**config.mk**
```make
export PLATFORM = sky130hd
export DESIGN_NAME = alu_ctrl_seq
export DESIGN_NICKNAME = d
export VERILOG_FILES = /design/src/rtl/alu_ctrl_seq.sv
export SDC_FILE = /design/constraint.sdc
export NUM_CORES = 1
export LEC_CHECK = 0
export ABC_AREA = 1
export BUFFER_PORTS_ARGS = -buffer_cell sky130_fd_sc_hd__buf_2
export CAP_MARGIN = 10
export CORE_ASPECT_RATIO = 0.8
export CORE_MARGIN = 2
export CORE_UTILIZATION = 25
export DETAILED_ROUTE_END_ITERATION = 8
export PLACE_DENSITY = 0.58
export SLEW_MARGIN = 15
export SYNTH_ARGS = -nofsm -noshare
export SYNTH_HDL_FRONTEND = slang
export SYNTH_SLANG_ARGS = --single-unit
export TNS_END_PERCENT = 50
```
**constraint.sdc**
```tcl
create_clock -name clk -period 1.14 [get_ports clk]
set_input_delay 0.057 -clock clk [delete_from_list [all_inputs] [get_ports clk]]
set_output_delay 0.057 -clock clk [all_outputs]
set_load 0.1 [all_outputs]
```
**src/rtl/alu_ctrl_seq.sv**
```systemverilog
// rtl/alu_ctrl_seq.sv - registered ALU-control decoder with valid/ready handshake and multi-cycle sequencing
module alu_ctrl_seq #(
  parameter int OP_W      = 4,
  parameter int FUNCT_W   = 6,
  parameter int CTRL_W    = 4,
  parameter int MC_CYCLES = 4
) (
  input  logic               clk,
  input  logic               rst_n,
  input  logic               flush,
  input  logic               in_valid,
  output logic               in_ready,
  input  logic               alu_op,
  input  logic [OP_W-1:0]    op,
  input  logic [FUNCT_W-1:0] funct,
  output logic               out_valid,
  input  logic               out_ready,
  output logic [CTRL_W-1:0]  ctrl,
  output logic               illegal,
  output logic               busy
);

  localparam int CNT_W = $clog2(MC_CYCLES);

  typedef enum logic {S_IDLE, S_MULTI} state_t;

  state_t              state_q;
  logic [CNT_W-1:0]    cnt_q;
  logic                out_valid_q;
  logic [CTRL_W-1:0]   ctrl_q;
  logic                illegal_q;
  logic                busy_q;

  logic [CTRL_W-1:0]   ctrl_d;
  logic                illegal_d;
  logic                multi_d;
  logic                accept;

  always_comb begin
    ctrl_d    = '0;
    illegal_d = 1'b0;
    multi_d   = 1'b0;
    if (alu_op) begin
      if (op == OP_W'(15)) begin
        if (funct == FUNCT_W'(28)) begin
          ctrl_d  = CTRL_W'(2);
          multi_d = 1'b1;
        end else if (funct != FUNCT_W'(0)) begin
          illegal_d = 1'b1;
        end
      end else if (op == OP_W'(6)) begin
        ctrl_d = CTRL_W'(1);
      end else if (op != OP_W'(4)) begin
        illegal_d = 1'b1;
      end
    end
  end

  // One-entry output register: a new op may enter only once the current result leaves.
  assign in_ready  = !flush && (state_q == S_IDLE) && (!out_valid_q || out_ready);
  assign accept    = in_valid && in_ready;

  assign out_valid = out_valid_q;
  assign ctrl      = ctrl_q;
  assign illegal   = illegal_q;
  assign busy      = busy_q;

  always_ff @(posedge clk or negedge rst_n) begin
    if (!rst_n) begin
      state_q     <= S_IDLE;
      cnt_q       <= '0;
      out_valid_q <= 1'b0;
      ctrl_q      <= '0;
      illegal_q   <= 1'b0;
      busy_q      <= 1'b0;
    end else if (flush) begin
      state_q     <= S_IDLE;
      cnt_q       <= '0;
      out_valid_q <= 1'b0;
      busy_q      <= 1'b0;
    end else begin
      case (state_q)
        S_IDLE: begin
          if (accept) begin
            if (multi_d) begin
              state_q     <= S_MULTI;
              cnt_q       <= CNT_W'(MC_CYCLES - 1);
              busy_q      <= 1'b1;
              out_valid_q <= 1'b0;
            end else begin
              out_valid_q <= 1'b1;
              ctrl_q      <= ctrl_d;
              illegal_q   <= illegal_d;
            end
          end else if (out_ready) begin
            out_valid_q <= 1'b0;
          end
        end
        S_MULTI: begin
          if (cnt_q == '0) begin
            state_q     <= S_IDLE;
            busy_q      <= 1'b0;
            out_valid_q <= 1'b1;
            ctrl_q      <= CTRL_W'(2);
            illegal_q   <= 1'b0;
          end else begin
            cnt_q <= cnt_q - CNT_W'(1);
          end
        end
      endcase
    end
  end

endmodule

```
* Yosys cells after proc, flatten, opt, wreduce, memory -nomap -nowiden
Index checks and enable logic that the tools add are counted.
Word-level totals: register bits 10, bits of input ports 16, output and inout bits 8, logic and storage cells 74
Operators by class: add/subtract/negate cells 1, eq/ne operators 12, mux-type cells 41, bitwise operators 2, reduce and logical (&&, ||, !) cells 12
Operators with widths (number):
- $mux 1 | 25
- $mux 4 | 5
- $mux 2 | 5
- $ne 3x3->1 const B | 3
- $pmux 1 s2 | 4
- $pmux 4 s2 | 1
- $eq 6x5->1 const B | 1
- $reduce_and 3->1 | 2
- $reduce_bool 6->1 | 1
- $eq 4x3->1 const B | 1
- $eq 4x4->1 const B | 1
- $ne 2x2->1 const B | 2
- $ne 4x3->1 const B | 1
- $ne 4x4->1 const B | 1
- $pmux 2 s2 | 1
- $reduce_and 4->1 | 1
- $logic_and 1x1->1 | 3
- $ne 3x2->1 const B | 1
- $logic_not 1->1 | 2
- $logic_not 2->1 | 1
- $ne 2x1->1 const B | 1
- $not 1->1 | 2
- $reduce_and 2->1 | 1
- $sub 2x1->2 const B | 1
- $logic_or 1x1->1 | 1

* Depth between registers and ports, before layout
depth after elaboration 8, gate-level depth with buffers 9, mapped depth without buffers 9

* Least setup slack after synthesis
Ideal clock, no wire load.
path kind flip-flop to flip-flop, start register out_valid_q, in the netlist out_valid, end register ctrl_q[0], in the netlist ctrl[0], setup time 0.120 ns, data arrival time 1.782 ns, data required time 1.020 ns, slack -0.762 ns, cell stages (with the launch flop) 9, path buffers 0, period minus slack after synthesis 1.902 ns, cells stage by stage dfrtp_1 nand2_1 nand2_2 inv_2 nand2_4 nand2_4 nand3_2 nand2_1 nand2_1
On the way: longest elaborated chain between the ends 6
Ends and longest elaborated chain:
- start: declaration | RTL line 29 | logic out_valid_q;
- start signal: assignment | RTL line 72 | out_valid_q <= 1'b0;
- start signal: assignment | RTL line 79 | out_valid_q <= 1'b0;
- start signal: assignment | RTL line 89 | out_valid_q <= 1'b0;
- $logic_not 1->1 | RTL line 60 | assign in_ready = !flush && (state_q == S_IDLE) && (!out_valid_q || out_ready);
- $logic_or 1x1->1 | RTL line 60
- $logic_and 1x1->1 | RTL line 60
- via in_ready | RTL line 12 | output logic in_ready,
- $logic_and 1x1->1 | RTL line 61 | assign accept = in_valid && in_ready;
- $ne 2x2->1 (no source line)
- $reduce_and 4->1 (no source line)
- end signal: assignment | RTL line 92 | ctrl_q <= ctrl_d;
- end: declaration | RTL line 30 | logic [CTRL_W-1:0] ctrl_q;
The timed path passes the listed nets, and every way through them passes these cells. A chain may end at the register's enable or synchronous reset.

* Worst setup path in the final report
start register state_q, end output in_ready
On the way: longest elaborated chain between the ends 3
Ends and longest elaborated chain:
- start: declaration | RTL line 27 | state_t state_q;
- start signal: assignment | RTL line 70 | state_q <= S_IDLE;
- start signal: assignment | RTL line 77 | state_q <= S_IDLE;
- start signal: assignment | RTL line 86 | state_q <= S_MULTI;
- $not 1->1
- $logic_and 1x1->1 (2 in a row) | RTL line 60
- end: declaration | RTL line 12
No other way between the ends.

==> metrics.txt <==
post-synthesis cell type count=20; WS Path Type=flop to primary output; first-pass GRT wire length=2510 µm; Iter 0 DRT Violations=16; Post-DRT Antenna Nets=0; GR Util met1=~14%; instance area after placement=913 µm²; GRT Total Usage=12.1%; Tmin final=~1.3 ns; CP Data Arrival Time=1.23 ns; mux cell area share after synthesis=0%; Inserted Clock Buffers=3; layout cells sized above 1=48.8%; diode count=0; dominant cell by count in the synthesized netlist=nand2_1; Ports=24; largest net degree at the start of global routing=9; Critical Path Sink Type=primary output; Max Clk Rate=between 0.7 and 0.8 GHz; initial antenna violation count=0; cell count after synthesis=87; clock sink count=8; clock tree from TritonCTS=built; RSZ-0062 raised after global routing=yes; remaining routing DRC violations=0; number of I/O port buffers=21; crit-path max FO=2; Post-Synth Adder-Cell Area=2.07%; placer congestion estimate=0.773; Post-synth EDFFs=0; H-tree depth=1; TNS Setup=-0.700 ns; HPWL after DPL=between 1000 and 1500 µm; via density per instance=around 4.5; routed len/inst=10.8 µm; Slew Viols, Final=0; Synth top cells by count=nand2_1, inv_1, nand3_1, dfrtp_1, nor2_1; min setup slack post-route=-0.149 ns; VDD IR max=around 0.41 mV; setup violators final=8; final critical-path share of the clock period=113%; Synth Area in Simple Gates=47.5%; worst min path class=input port to flop; Initial Util=27.3%; post-synth top area cell=dfrtp_1; Yosys reg bits=8; Synth Area per Inst=6.96 µm²; share of the synthesized area in the top cell type=33.1%; routed wire length=1600 µm; largest family of logic cells by synthesized area=simple AND/OR/NAND/NOR gates; FP Rows=15; Nets=about 140; synth-to-layout area growth=69.2%; busiest grt layer=met2; Fin. Hold Viols=0; grt total ovfl=0; Synth Area in Compound Gates=4.96%; asr flop ratio synth=100%; Main synth FF type=dfrtp_1; Critical Path Start Type=flop; vias in the first global route=approximately 640; clock transition at the registers of the reported paths=roughly 0.07 ns; Ys Warns=0; hold_ws=0.134 ns; Req. time, crit path=1.08 ns; Via Count=between 600 and 700; status=finished with violations; die width=59.0 µm; Post-Layout Inst Area=0.00102 mm²; pwr dens=slightly above 900 mW/mm²; die area=about 0.0028 mm²; root buf cell=clkbuf_4; worst skew pair latency=0.27 ns; M2 GR Usage=22.4%; failing checks=setup timing; largest cells by area after synthesis=dfrtp_1, nand2_1, nand3_1, inv_1, nor2_1; Synth Cell Area=606 µm²; Die Span Y=48.0 µm; met3 usage=under 10%; drt first pass iters=4; Longest Clk Path Bufs=2; core area=0.00221 mm²; Clock Skews=between 0.009 and 0.01 ns; max-cap viol count=0; register area share after synthesis=between 30% and 40%; xor and xnor fraction of the mapped netlist area=0%; leakage=~0.54 nW
[per-stage QoR]
stage               setup slack, ns  cells  util [%]  power, mW
global route                 -0.182    148      46.3      0.981
global placement             -0.108    141      41.2      0.651
CTS                          -0.134    148      44.2      0.922
detailed placement           -0.112    141      41.2      0.656
finish                       -0.149    148      46.3      0.942
floorplan                    -0.245     88         -      0.524
[layout by cell type, fill, tap and decap left out]
| cell type | netlist | routed |
|---|---|---|
| nand2_1 | 26 | 22 |
| buf_2 | 0 | 15 |
| inv_1 | 11 | 9 |
| nand3_1 | 9 | 8 |
| nor2_1 | 8 | 7 |
| dfrtp_1 | 8 | 7 |
| buf_4 | 2 | 7 |
| buf_12 | 0 | 6 |
| nand2_2 | 3 | 5 |
| buf_6 | 1 | 5 |
| nand2_4 | 2 | 4 |
| nor2_2 | 2 | 3 |
| a21oi_1 | 4 | 3 |
| clkbuf_4 | 0 | 3 |
| inv_2 | 1 | 2 |
| nand3_2 | 2 | 2 |
| conb_1 | 1 | 2 |
| nor2_4 | 1 | 1 |
| inv_12 | 0 | 1 |
| nor3_4 | 1 | 1 |
| a21oi_2 | 0 | 1 |
| nand3b_1 | 1 | 1 |
| or2_4 | 0 | 1 |
| nand3_4 | 0 | 1 |
| o21ai_1 | 0 | 1 |
| o21ai_0 | 2 | 1 |
| ha_4 | 0 | 1 |
| clkbuf_1 | 0 | 1 |
| dlygate4sd3_1 | 0 | 1 |
| dfrtp_4 | 0 | 1 |
[final cells by class]
class / instances / area, µm²
Clock buffer: 4 / 26.3
Sequential cell: 8 / 204
Fill cell: 210 / 1190
Tap cell: 25 / 31.3
Multi-Input combinational cell: 65 / 392
Inverter: 12 / 57.6
Timing Repair Buffer: 34 / 314
[sequential cells by signal (all words and copies together), names as in the netlist]
signal	cells
cnt_q	2
ctrl	2
busy	1
illegal	1
out_valid	1
state_q	1
[cells by family (layout without fill, tap and decap cells)]
logic type      after synthesis  after routing
simple gates                 56             56
buf+inv                      15             50
flops                         8              8
compound gates                6              6
fa+ha+maj                     1              1
other cells                   1              2
[path summary, 6_finish.rpt]
check / slack, ns / endpoint / cells after the start / from
setup / recovery: -0.15 / in_ready / 5 / state_q
hold / removal: 0.13 / ctrl[0] / 5 / op[1]
setup reg to reg: -0.10 / ctrl[1] / 9 / state_q
hold reg to reg: 0.50 / cnt_q[1] / 2 / cnt_q[1]
max in group asynchronous: 0.79 / out_valid / 2 / rst_n
min in group asynchronous: 0.16 / ctrl[1] / 2 / rst_n
[worst max-delay path: stages, from the launching register on]
cell,delay (ns)
dfrtp_1,0.42
nor2_4,0.14
nand2_4,0.10
inv_12,0.06
buf_6,0.08
buf_12,0.16
[report_power, final]
group          internal, mW  switching [mW]  total, mW
sequential            0.301          0.0169      0.318
combinational         0.144           0.224      0.369
clock                 0.135           0.120      0.255
[layer usage]
metal	routed length (µm)	share of wire, %
met2	808	50
met3	60	3.7
met1	712	44
met5	0	0
met4	21	1.3
[repair_timing]
item                                   in CTS  in global routing
setup endpoints to repair                   7                 10
endpoints found under the hold margin       8                  0
buffers inserted                            2                  0
gates resized for setup                     4                 14
pin swaps                                   4                  1
hold buffers                                1                  0
(Power assumes the default switching activity.)
